`config.mk`:
```
export PLATFORM = sky130hd
export DESIGN_NAME = mmio_uart_tx_flat
export DESIGN_NICKNAME = d
export VERILOG_FILES = /design/src/rtl/mmio_uart_tx_pkg.sv /design/src/rtl/mmio_uart_tx_if.sv /design/src/rtl/mmio_uart_tx_sync_fifo.sv /design/src/rtl/mmio_uart_tx.sv /design/src/flat_wrapper.sv
export SDC_FILE = /design/constraint.sdc
export NUM_CORES = 1
export LEC_CHECK = 0
export ABC_CLOCK_PERIOD_IN_PS = 3600
export CAP_MARGIN = 25
export CORE_UTILIZATION = 50
export DETAILED_ROUTE_END_ITERATION = 8
export PLACE_DENSITY = 0.86
export SYNTH_ARGS = -nofsm -noshare
export SYNTH_HDL_FRONTEND = slang
export SYNTH_HIERARCHICAL = 1
export SYNTH_SLANG_ARGS = --single-unit
```
`constraint.sdc`:
```
create_clock -name clk -period 3.6 [get_ports clk]
set_clock_uncertainty 0.2 [all_clocks]
set_input_delay 0.36 -clock clk [delete_from_list [all_inputs] [get_ports clk]]
set_output_delay 0.36 -clock clk [all_outputs]
set_load 0.02 [all_outputs]
```
`src/rtl/mmio_uart_tx_pkg.sv`:
```
// Shared definitions for the memory-mapped UART transmitter: register offsets,
// STATUS bit positions, TX FSM states and the count saturation helper.
package mmio_uart_tx_pkg;

  localparam logic [31:0] TXDATA_OFF = 32'd0;
  localparam logic [31:0] STATUS_OFF = 32'd4;

  localparam int unsigned STAT_FULL    = 0;
  localparam int unsigned STAT_EMPTY   = 1;
  localparam int unsigned STAT_BUSY    = 2;
  localparam int unsigned STAT_OVF     = 3;
  localparam int unsigned STAT_CNT_LSB = 4;

  typedef enum logic [1:0] {
    StIdle  = 2'd0,
    StStart = 2'd1,
    StData  = 2'd2,
    StStop  = 2'd3
  } tx_state_e;

  function automatic logic [3:0] sat_count4(input int unsigned cnt);
    return (cnt > 32'd15) ? 4'hF : cnt[3:0];
  endfunction

endpackage

```
`src/rtl/mmio_uart_tx_if.sv`:
```
// Core data-memory write bus as seen by the UART: store strobe, address and
// data from the core; status read data and select back to the top-level mux.
interface mmio_uart_tx_if;
  logic        MemWrite;
  logic [31:0] DataAdr;
  logic [31:0] WriteData;
  logic [31:0] ReadData;
  logic        Sel;

  modport master (output MemWrite, DataAdr, WriteData, input ReadData, Sel);
  modport slave  (input MemWrite, DataAdr, WriteData, output ReadData, Sel);
endinterface

```
`src/rtl/mmio_uart_tx_sync_fifo.sv`:
```
// Single-clock FIFO with occupancy count. A push while full is accepted only
// when a pop happens in the same cycle; pops while empty are ignored.
module mmio_uart_tx_sync_fifo #(
  parameter int unsigned WIDTH = 8,
  parameter int unsigned DEPTH = 8,
  localparam int unsigned AW = (DEPTH > 1) ? $clog2(DEPTH) : 1
) (
  input  logic             clk,
  input  logic             reset,
  input  logic             i_push,
  input  logic [WIDTH-1:0] i_din,
  input  logic             i_pop,
  output logic [WIDTH-1:0] o_dout,
  output logic             o_full,
  output logic             o_empty,
  output logic [AW:0]      o_count
);

  logic [WIDTH-1:0] r_mem [DEPTH];
  logic [AW-1:0]    r_wptr, r_rptr;
  logic [AW:0]      r_count;
  logic             w_do_push, w_do_pop;

  assign o_full    = (r_count == (AW+1)'(DEPTH));
  assign o_empty   = (r_count == '0);
  assign o_count   = r_count;
  assign o_dout    = r_mem[r_rptr];
  assign w_do_pop  = i_pop && !o_empty;
  assign w_do_push = i_push && (!o_full || w_do_pop);

  // Pointers wrap naturally because DEPTH is a power of two.
  always_ff @(posedge clk or negedge reset) begin
    if (!reset) begin
      r_wptr  <= '0;
      r_rptr  <= '0;
      r_count <= '0;
    end else begin
      if (w_do_push) r_wptr <= r_wptr + 1'b1;
      if (w_do_pop)  r_rptr <= r_rptr + 1'b1;
      case ({w_do_push, w_do_pop})
        2'b10:   r_count <= r_count + 1'b1;
        2'b01:   r_count <= r_count - 1'b1;
        default: r_count <= r_count;
      endcase
    end
  end

  always_ff @(posedge clk) begin
    if (w_do_push) r_mem[r_wptr] <= i_din;
  end

endmodule

```
`src/rtl/mmio_uart_tx.sv`:
```
// Memory-mapped 8N1 UART transmitter: TXDATA stores are queued in a FIFO and
// serialised on tx; STATUS exposes FIFO, busy and sticky overflow state.
module mmio_uart_tx
  import mmio_uart_tx_pkg::*;
#(
  parameter logic [31:0] BASE_ADDR    = 32'h0000_0200,
  parameter int unsigned CLKS_PER_BIT = 16,
  parameter int unsigned FIFO_DEPTH   = 8
) (
  input  logic          clk,
  input  logic          reset,
  mmio_uart_tx_if.slave bus,
  output logic          tx,
  output logic          busy
);

  localparam int unsigned BW = (CLKS_PER_BIT > 1) ? $clog2(CLKS_PER_BIT) : 1;
  localparam int unsigned CW = $clog2(FIFO_DEPTH) + 1;
  localparam logic [BW-1:0] BAUD_LAST = BW'(CLKS_PER_BIT - 1);

  tx_state_e     r_state, w_state_d;
  logic [BW-1:0] r_baud;
  logic [2:0]    r_bit;
  logic [7:0]    r_shift, w_shift_d;
  logic          r_tx, w_tx_d;
  logic          r_overflow;

  logic          w_sel_tx, w_sel_st, w_push, w_clr_ovf, w_pop, w_bit_end;
  logic          w_full, w_empty;
  logic [7:0]    w_dout;
  logic [CW-1:0] w_count;
  logic [31:0]   w_status;
  logic          w_unused_wdata;

  // Address decode and STATUS read-back
  assign w_sel_tx       = (bus.DataAdr == BASE_ADDR + TXDATA_OFF);
  assign w_sel_st       = (bus.DataAdr == BASE_ADDR + STATUS_OFF);
  assign bus.Sel        = w_sel_tx || w_sel_st;
  assign w_push         = bus.MemWrite && w_sel_tx;
  assign w_clr_ovf      = bus.MemWrite && w_sel_st && bus.WriteData[STAT_OVF];
  assign w_unused_wdata = ^bus.WriteData[31:8];

  always_comb begin
    w_status                      = '0;
    w_status[STAT_FULL]           = w_full;
    w_status[STAT_EMPTY]          = w_empty;
    w_status[STAT_BUSY]           = busy;
    w_status[STAT_OVF]            = r_overflow;
    w_status[STAT_CNT_LSB +: 4]   = sat_count4(32'(w_count));
  end

  assign bus.ReadData = w_sel_st ? w_status : '0;

  mmio_uart_tx_sync_fifo #(
    .WIDTH (8),
    .DEPTH (FIFO_DEPTH)
  ) u_fifo (
    .clk     (clk),
    .reset   (reset),
    .i_push  (w_push),
    .i_din   (bus.WriteData[7:0]),
    .i_pop   (w_pop),
    .o_dout  (w_dout),
    .o_full  (w_full),
    .o_empty (w_empty),
    .o_count (w_count)
  );

  assign w_bit_end = (r_baud == BAUD_LAST);

  // TX FSM: state register
  always_ff @(posedge clk or negedge reset) begin
    if (!reset) r_state <= StIdle;
    else        r_state <= w_state_d;
  end

  // TX FSM: next state
  always_comb begin
    w_state_d = r_state;
    unique case (r_state)
      StIdle:  if (!w_empty) w_state_d = StStart;
      StStart: if (w_bit_end) w_state_d = StData;
      StData:  if (w_bit_end && (r_bit == 3'd7)) w_state_d = StStop;
      StStop:  if (w_bit_end) w_state_d = w_empty ? StIdle : StStart;
    endcase
  end

  // TX FSM: outputs; STOP pops on its last cycle so frames run back to back
  always_comb begin
    w_pop = 1'b0;
    unique case (r_state)
      StIdle:  w_pop = !w_empty;
      StStop:  w_pop = w_bit_end && !w_empty;
      default: w_pop = 1'b0;
    endcase
    busy = (r_state != StIdle);
  end

  // tx is registered from the next-state view so it lines up with r_state.
  always_comb begin
    w_shift_d = r_shift;
    if (w_pop) begin
      w_shift_d = w_dout;
    end else if ((r_state == StData) && w_bit_end) begin
      w_shift_d = {1'b0, r_shift[7:1]};
    end
    w_tx_d = 1'b1;
    unique case (w_state_d)
      StStart: w_tx_d = 1'b0;
      StData:  w_tx_d = w_shift_d[0];
      default: w_tx_d = 1'b1;
    endcase
  end

  always_ff @(posedge clk or negedge reset) begin
    if (!reset) begin
      r_baud     <= '0;
      r_bit      <= '0;
      r_shift    <= '0;
      r_tx       <= 1'b1;
      r_overflow <= 1'b0;
    end else begin
      r_shift <= w_shift_d;
      r_tx    <= w_tx_d;
      if ((r_state == StIdle) || w_bit_end) r_baud <= '0;
      else                                  r_baud <= r_baud + 1'b1;
      if (r_state != StData) r_bit <= '0;
      else if (w_bit_end)    r_bit <= r_bit + 1'b1;
      // A drop sets overflow even if a clear arrives in the same cycle.
      if (w_push && w_full && !w_pop) r_overflow <= 1'b1;
      else if (w_clr_ovf)             r_overflow <= 1'b0;
    end
  end

  assign tx = r_tx;

endmodule
```
`src/flat_wrapper.sv`:
```
// flat-port wrapper written by rule: the top's interface ports become plain ports
module mmio_uart_tx_flat import mmio_uart_tx_pkg::*;
#(
  parameter logic [31:0] BASE_ADDR    = 32'h0000_0200,
  parameter int unsigned CLKS_PER_BIT = 16,
  parameter int unsigned FIFO_DEPTH   = 8
)
  (clk, reset, tx, busy, bus_MemWrite, bus_DataAdr, bus_WriteData, bus_ReadData, bus_Sel);
  mmio_uart_tx_if bus_i ();
  input  logic clk;
  input  logic reset;
  output logic tx;
  output logic busy;
  input wire logic [$bits(bus_i.MemWrite)-1:0] bus_MemWrite;
  input wire logic [$bits(bus_i.DataAdr)-1:0] bus_DataAdr;
  input wire logic [$bits(bus_i.WriteData)-1:0] bus_WriteData;
  output wire logic [$bits(bus_i.ReadData)-1:0] bus_ReadData;
  output wire logic [$bits(bus_i.Sel)-1:0] bus_Sel;
  assign bus_i.MemWrite = bus_MemWrite;
  assign bus_i.DataAdr = bus_DataAdr;
  assign bus_i.WriteData = bus_WriteData;
  assign bus_ReadData = bus_i.ReadData;
  assign bus_Sel = bus_i.Sel;
  mmio_uart_tx #(.BASE_ADDR(BASE_ADDR), .CLKS_PER_BIT(CLKS_PER_BIT), .FIFO_DEPTH(FIFO_DEPTH)) u_core (.clk(clk), .reset(reset), .bus(bus_i), .tx(tx), .busy(busy));
endmodule
```
### Word level (Yosys, flattened, before mapping)

Memories as Yosys holds them, arrays and structs flattened.
Cells that the tools add are included.

* bits in registers: 29
* memory bits (writable): 64
* output and inout port bits: 35
* word-level logic and storage cells: 72
* memories kept: 1

Memories
* u_core.u_fifo.r_mem: depth 8, bits a word 8, read ports 1, clocked after memory_dff 0, write ports 1, RTL line mmio_uart_tx_sync_fifo.sv:19 `logic [WIDTH-1:0] r_mem [DEPTH];`

* add/subtract/negate cells: 6
* eq/ne operators: 13
* multiplexer cells: 19
* reductions and logical operators: 23

Operator list (count)
* equality test 32 x 10 -> 1 bit (second input constant): 2
* 2-to-1 mux 8 bit: 3
* logical AND 1 bit: 10
* nonzero test 2 bit: 5
* adder 3 x 1 -> 3 bit (second input constant): 3
* adder 4 x 1 -> 4 bit (second input constant): 2
* equality test 2 bit (second input constant): 4
* equality test 4 bit (second input constant): 2
* 2-to-1 mux 2 bit: 4
* one-hot mux 2 bit (4 select lines): 1
* one-hot mux 4 bit (2 select lines): 1
* equality test 2 x 1 -> 1 bit (second input constant): 3
* 2-to-1 mux 3 bit: 2
* 2-to-1 mux 1 bit: 5
* logical NOT 4 bit: 1
* 2-to-1 mux 4 bit: 1
* one-hot mux 1 bit (2 select lines): 2
* subtractor 4 x 1 -> 4 bit (second input constant): 1
* equality test 3 bit (second input constant): 1
* logical NOT 1 bit: 3
* logical OR 1 bit: 3
* logical NOT 2 bit: 1
* != test 2 bit (second input constant): 1

### Depth between registers and ports, before layout

Gate-level depths: netlist (run 1).

* word-level depth: 9
* gate-level depth with buffers: 13
* mapped depth without buffers: 12

### Hierarchy

The synthesis (run 1) kept the hierarchy.

By module, submodules not included
* mmio_uart_tx_sync_fifo: instances 1, cells each 159, area each 3123.0 um2, seq. area each 2172.1 um2
* mmio_uart_tx: instances 1, cells each 143, area each 1358.8 um2, seq. area each 476.7 um2

### Worst setup path before layout (run 1)

OpenSTA, ideal clock, no wires.

* path kind: register to register
* from: reg u_core.r_state[0]
* to: reg u_core.u_fifo.r_count[3], in the netlist u_core/u_fifo/o_count[3]
* library setup time: 0.069 ns
* arrival time: 2.873 ns
* required time: 3.331 ns
* setup slack: 0.458 ns
* stages on the path, launching flop included: 14
* buffers on the path: 1
* path through: dfrtp_1 inv_1 ha_1 a41oi_1 nor3_2 buf_2 o21ai_2 or2_2 inv_1 ha_1 or2_2 nand3_1 mux2_2 nand3b_1

* cells in the longest elaborated chain, start to end: 7
* elaborated cells between the ends (all ways): 10

RTL lines
* from (decl): RTL line mmio_uart_tx.sv:21 `tx_state_e r_state, w_state_d;`
* from (signal assigned): RTL line mmio_uart_tx.sv:73 `if (!reset) r_state <= StIdle;`
* from (signal assigned): RTL line mmio_uart_tx.sv:74 `else r_state <= w_state_d;`
* equality test 2 bit or logical NOT 2 bit (tied branches): RTL line mmio_uart_tx.sv:91 `unique case (r_state)`
* one-hot mux 1 bit (2 select lines) *: RTL line mmio_uart_tx.sv:91
* net u_core.w_pop: RTL line mmio_uart_tx.sv:28 `logic w_sel_tx, w_sel_st, w_push, w_clr_ovf, w_pop, w_bit_end;`
* logical AND 1 bit *: RTL line mmio_uart_tx_sync_fifo.sv:28 `assign w_do_pop = i_pop && !o_empty;`
* logical OR 1 bit: RTL line mmio_uart_tx_sync_fifo.sv:29 `assign w_do_push = i_push && (!o_full || w_do_pop);`
* logical AND 1 bit: RTL line mmio_uart_tx_sync_fifo.sv:29
* equality test 2 x 1 -> 1 bit or equality test 2 bit (tied branches): RTL line mmio_uart_tx_sync_fifo.sv:40 `case ({w_do_push, w_do_pop})`
* one-hot mux 4 bit (2 select lines) or nonzero test 2 bit (tied branches)
* to (signal assigned): RTL line mmio_uart_tx_sync_fifo.sv:41 `2'b10: r_count <= r_count + 1'b1;`
* to (signal assigned): RTL line mmio_uart_tx_sync_fifo.sv:42 `2'b01: r_count <= r_count - 1'b1;`
* to (signal assigned): RTL line mmio_uart_tx_sync_fifo.sv:43 `default: r_count <= r_count;`
* to (decl): RTL line mmio_uart_tx_sync_fifo.sv:21 `logic [AW:0] r_count;`

Mark *: on every way through the listed nets, which the timed path passes. The rest lies on a longest branch.
A chain may end at the register's enable or synchronous reset.

### Worst setup path after layout (run 1)

* from: in bus_DataAdr[5]
* to: out bus_ReadData[0]

* cells in the longest elaborated chain, start to end: 2

RTL lines
* from (decl): RTL line flat_wrapper.sv:15 `input wire logic [$bits(bus_i.DataAdr)-1:0] bus_DataAdr;`
* equality test 32 x 10 -> 1 bit: RTL line mmio_uart_tx.sv:37 `assign w_sel_st = (bus.DataAdr == BASE_ADDR + STATUS_OFF);`
* 2-to-1 mux 8 bit: RTL line mmio_uart_tx.sv:52 `assign bus.ReadData = w_sel_st ? w_status : '0;`
* to (decl): RTL line flat_wrapper.sv:17 `output wire logic [$bits(bus_i.ReadData)-1:0] bus_ReadData;`

Every way passes these cells.

==> reports/qor.yml, run 1 <==
path_cells: "clkdlybuf4s50_1 -> nor4_1 -> nand4_1 -> nor3_1 -> and2_1 -> clkdlybuf4s50_1"
min_period_ns: 3.24
rows: 34
status: "finished, final reports clean"
die_width_um: 96.7
final_nets: 450
ant_nets: 0
crit_slowest_cell: "clkdlybuf4s50_1"
syn_area_per_cell_um2: 14.8
drcViolationCount: 0
mostFrequentLayoutCell: "edfxtp_1"
p_leak_uw: 0.00206
cts_root_buffer: "clkbuf_8"
post_cts_resized: 0
grt_overflow: 0
required_ns: 3.04
worst_pin_slew_ns: 0.738
drtIter0Drc: 83
cts_tree: "built"
viasPerCell: 5.41
final_cell_mix: "edfxtp_1 (64), clkdlybuf4s50_1 (53), dfrtp_1 (28)"
synth_cells: 302
arrival_ns: 2.68
yosys_register_bits: 93
die_area_um2: 9350
clk_latency_ns: 0.36
register_area_um2: 2650
grt_max_degree: 24
clkTransAtPathRegs_ns: 0.09
setup_viol: 0
synth-edff-count: 64
die_y_um: 96.7
slew_viol_final: 0
io_buffers: 53
wire_per_inst_um: 16.8
crit_type: "primary input to primary output"
area.growth.synth_to_final_pct: 18.1
power.total_uw: 1900
path_max_fanout: 7
antenna_cells: 0
clockBufferDepth: 2
max_cap_violations: 0
min_path_type: "flop to flop"
ir_drop_v: 0.000292
reg2reg_depth: 12
start_kind: "primary input"
hold_depth: 1
ctsHtreeMaxLevel: 3
gp_congestion: 0.829
fin_crit_sh_pct: 90.0
clkSinkCount: 93
syn-cell-area_um2: 4480
nFillCells: 658
grt_pass1_vias: 2669
core_area_um2: 8680
hpwl_um: 5680
antenna_found_initial: 0
max_clock_freq_ghz: 0.308
start_util_pct: 51.6
power_density_nw_per_um2: 359
slew_headroom_pct: 50.8
multiInputGateArea_um2: 1620
drive_above_1_share_pct: 16.0
cts_buffers: 9
wl_um: 8110
io-pin-count: 102
crit_top_cell: "clkdlybuf4s50_1"
yosysWarnings: 6
vias: 2613
ys_async_sr_fraction_pct: 31.2
cp-end-kind: "primary output"
grt_first_pass_wirelength_um: 13100
grt.total_usage_pct: 18.2
synth_ff_type: "edfxtp_1"
max_stage_delay_ns: 0.60
firstDrtPassIters: 4
yosysUniqueCellTypes: 54
tns_ns: 0
final-hold-violation-count: 0
postCtsSetupRepairBufs: 0
ys_seq_area_share_pct: 59.1
rsz0062_at_grt: "false"
-- metrics by stage --
stage	utilization (%)	instance area, um2	std cells	worst slack (ns)	hold slack [ns]
2_1_floorplan	-	4570	325	0.458	-0.136
3_3_place_gp	58.4	5070	465	0.277	0.282
3_5_place_dp	58.4	5070	465	0.247	0.305
4_1_cts	60.6	5260	481	0.313	0.317
5_1_grt	61.0	5290	483	0.0792	0.346
6_report	61.0	5290	483	0.358	0.313
-- worst paths after layout --
kind / startpoint / end / slack [ns]
hold reg to reg: u_core/u_fifo/r_wptr[0] / u_core/u_fifo/r_wptr[0] / 0.31
setup reg to reg: u_core/r_state[0] / u_core/u_fifo/o_count[3] / 0.48
max in group asynchronous: reset / u_core/u_fifo/r_rptr[1] / 2.11
setup / recovery: bus_DataAdr[5] / bus_ReadData[0] / 0.36
hold / removal: u_core/u_fifo/r_wptr[0] / u_core/u_fifo/r_wptr[0] / 0.31
min in group asynchronous: reset / u_core/r_baud[2] / 0.52
-- state kept, by name (all words and copies together) (netlist names) --
name / flops
u_core/u_fifo/r_mem: 64
u_core/u_fifo/r_wptr: 3
u_core/r_bit: 3
u_core/r_shift: 8
u_core/u_fifo/o_count: 4
u_core/u_fifo/r_rptr: 3
u_core/r_state: 2
u_core/tx: 1
u_core/r_baud: 4
u_core/r_overflow: 1
-- layer usage --
metal	vias up	global-route usage, %	wire length [um]
met5	-	0	0
met4	0	4.02	83
met3	7	6.36	468
met2	89	31.7	4180
met1	1292	21.6	3380
li1	1225	-	-
-- Yosys cell counts, types with 3 or more instances --
| cell type | instances | area (um2) |
|---|---|---|
| buf_2 | 3 | 15.0 |
| buf_6 | 3 | 33.8 |
| nand2b_1 | 5 | 31.3 |
| xor2_1 | 4 | 35.0 |
| mux2_4 | 3 | 45.0 |
| nor4_1 | 7 | 43.8 |
| o21ai_0 | 9 | 45.0 |
| inv_1 | 9 | 33.8 |
| mux2i_1 | 11 | 110 |
| dfrtp_1 | 28 | 701 |
| nor2_1 | 15 | 56.3 |
| mux2_2 | 10 | 113 |
| nand2_1 | 14 | 52.6 |
| mux4_1 | 9 | 236 |
| buf_4 | 25 | 188 |
| ha_1 | 12 | 150 |
| and2_1 | 9 | 56.3 |
| nor3_1 | 6 | 30.0 |
| edfxtp_1 | 64 | 1920 |
| mux4_2 | 7 | 158 |
| xnor2_1 | 5 | 43.8 |
-- kinds of logic (layout without fill, tap and decap cells) --
logic type / count (synthesis) / after routing / synth area share, %
xor gates and xnor gates: 9 / 9 / 1.76
DFF: 93 / 93 / 59.1
adders and majority gates: 13 / 13 / 3.80
and+or+nand+nor: 75 / 75 / 9.07
muxes: 40 / 40 / 14.8
other: 1 / 24 / 0.0837
buffers and inverters: 43 / 93 / 6.64
AOI/OAI and AO/OA: 28 / 28 / 4.77
-- area by class of cell --
class                   count  area share, %
well taps                 108           2.55
flip-flops and latches     93           50.0
clock inverters             7           1.28
repair buffers             68           12.5
multi-input cells         189           30.6
inverters                   9          0.638
clock buffers               9           2.34
-- worst max-delay path, delay by kind of cell --
family | cells | cell delay, ns
and+or+nand+nor | 4 | 1.31
buffers and inverters | 2 | 1.01
-- where the power goes --
part / leakage [uW] / total, uW / switching [uW] / internal [uW]
clock network: 0.0000993 / 665 / 396 / 269
logic: 0.00102 / 90.5 / 45.4 / 45.1
registers: 0.000937 / 1140 / 0.000000499 / 1140
-- repair_timing --
item	4_1_cts	5_1_grt
hold endpoints to repair	0	1
endpoints found under the setup margin	0	0
hold buffers	0	1
Note: power is estimated with default switching activity, not from simulation.
==> run 2, diff against run 1 <==
- SKIP_CTS_REPAIR_TIMING: not set -> 1
==> results of run 2 <==
No change in the layout: final DEF, timing and power equal those of run 1.
==> run 3, diff against run 2 <==
- GPL_ROUTABILITY_DRIVEN: not set -> 0
==> results of run 3 <==
No change in the layout: final DEF, timing and power equal those of run 1.
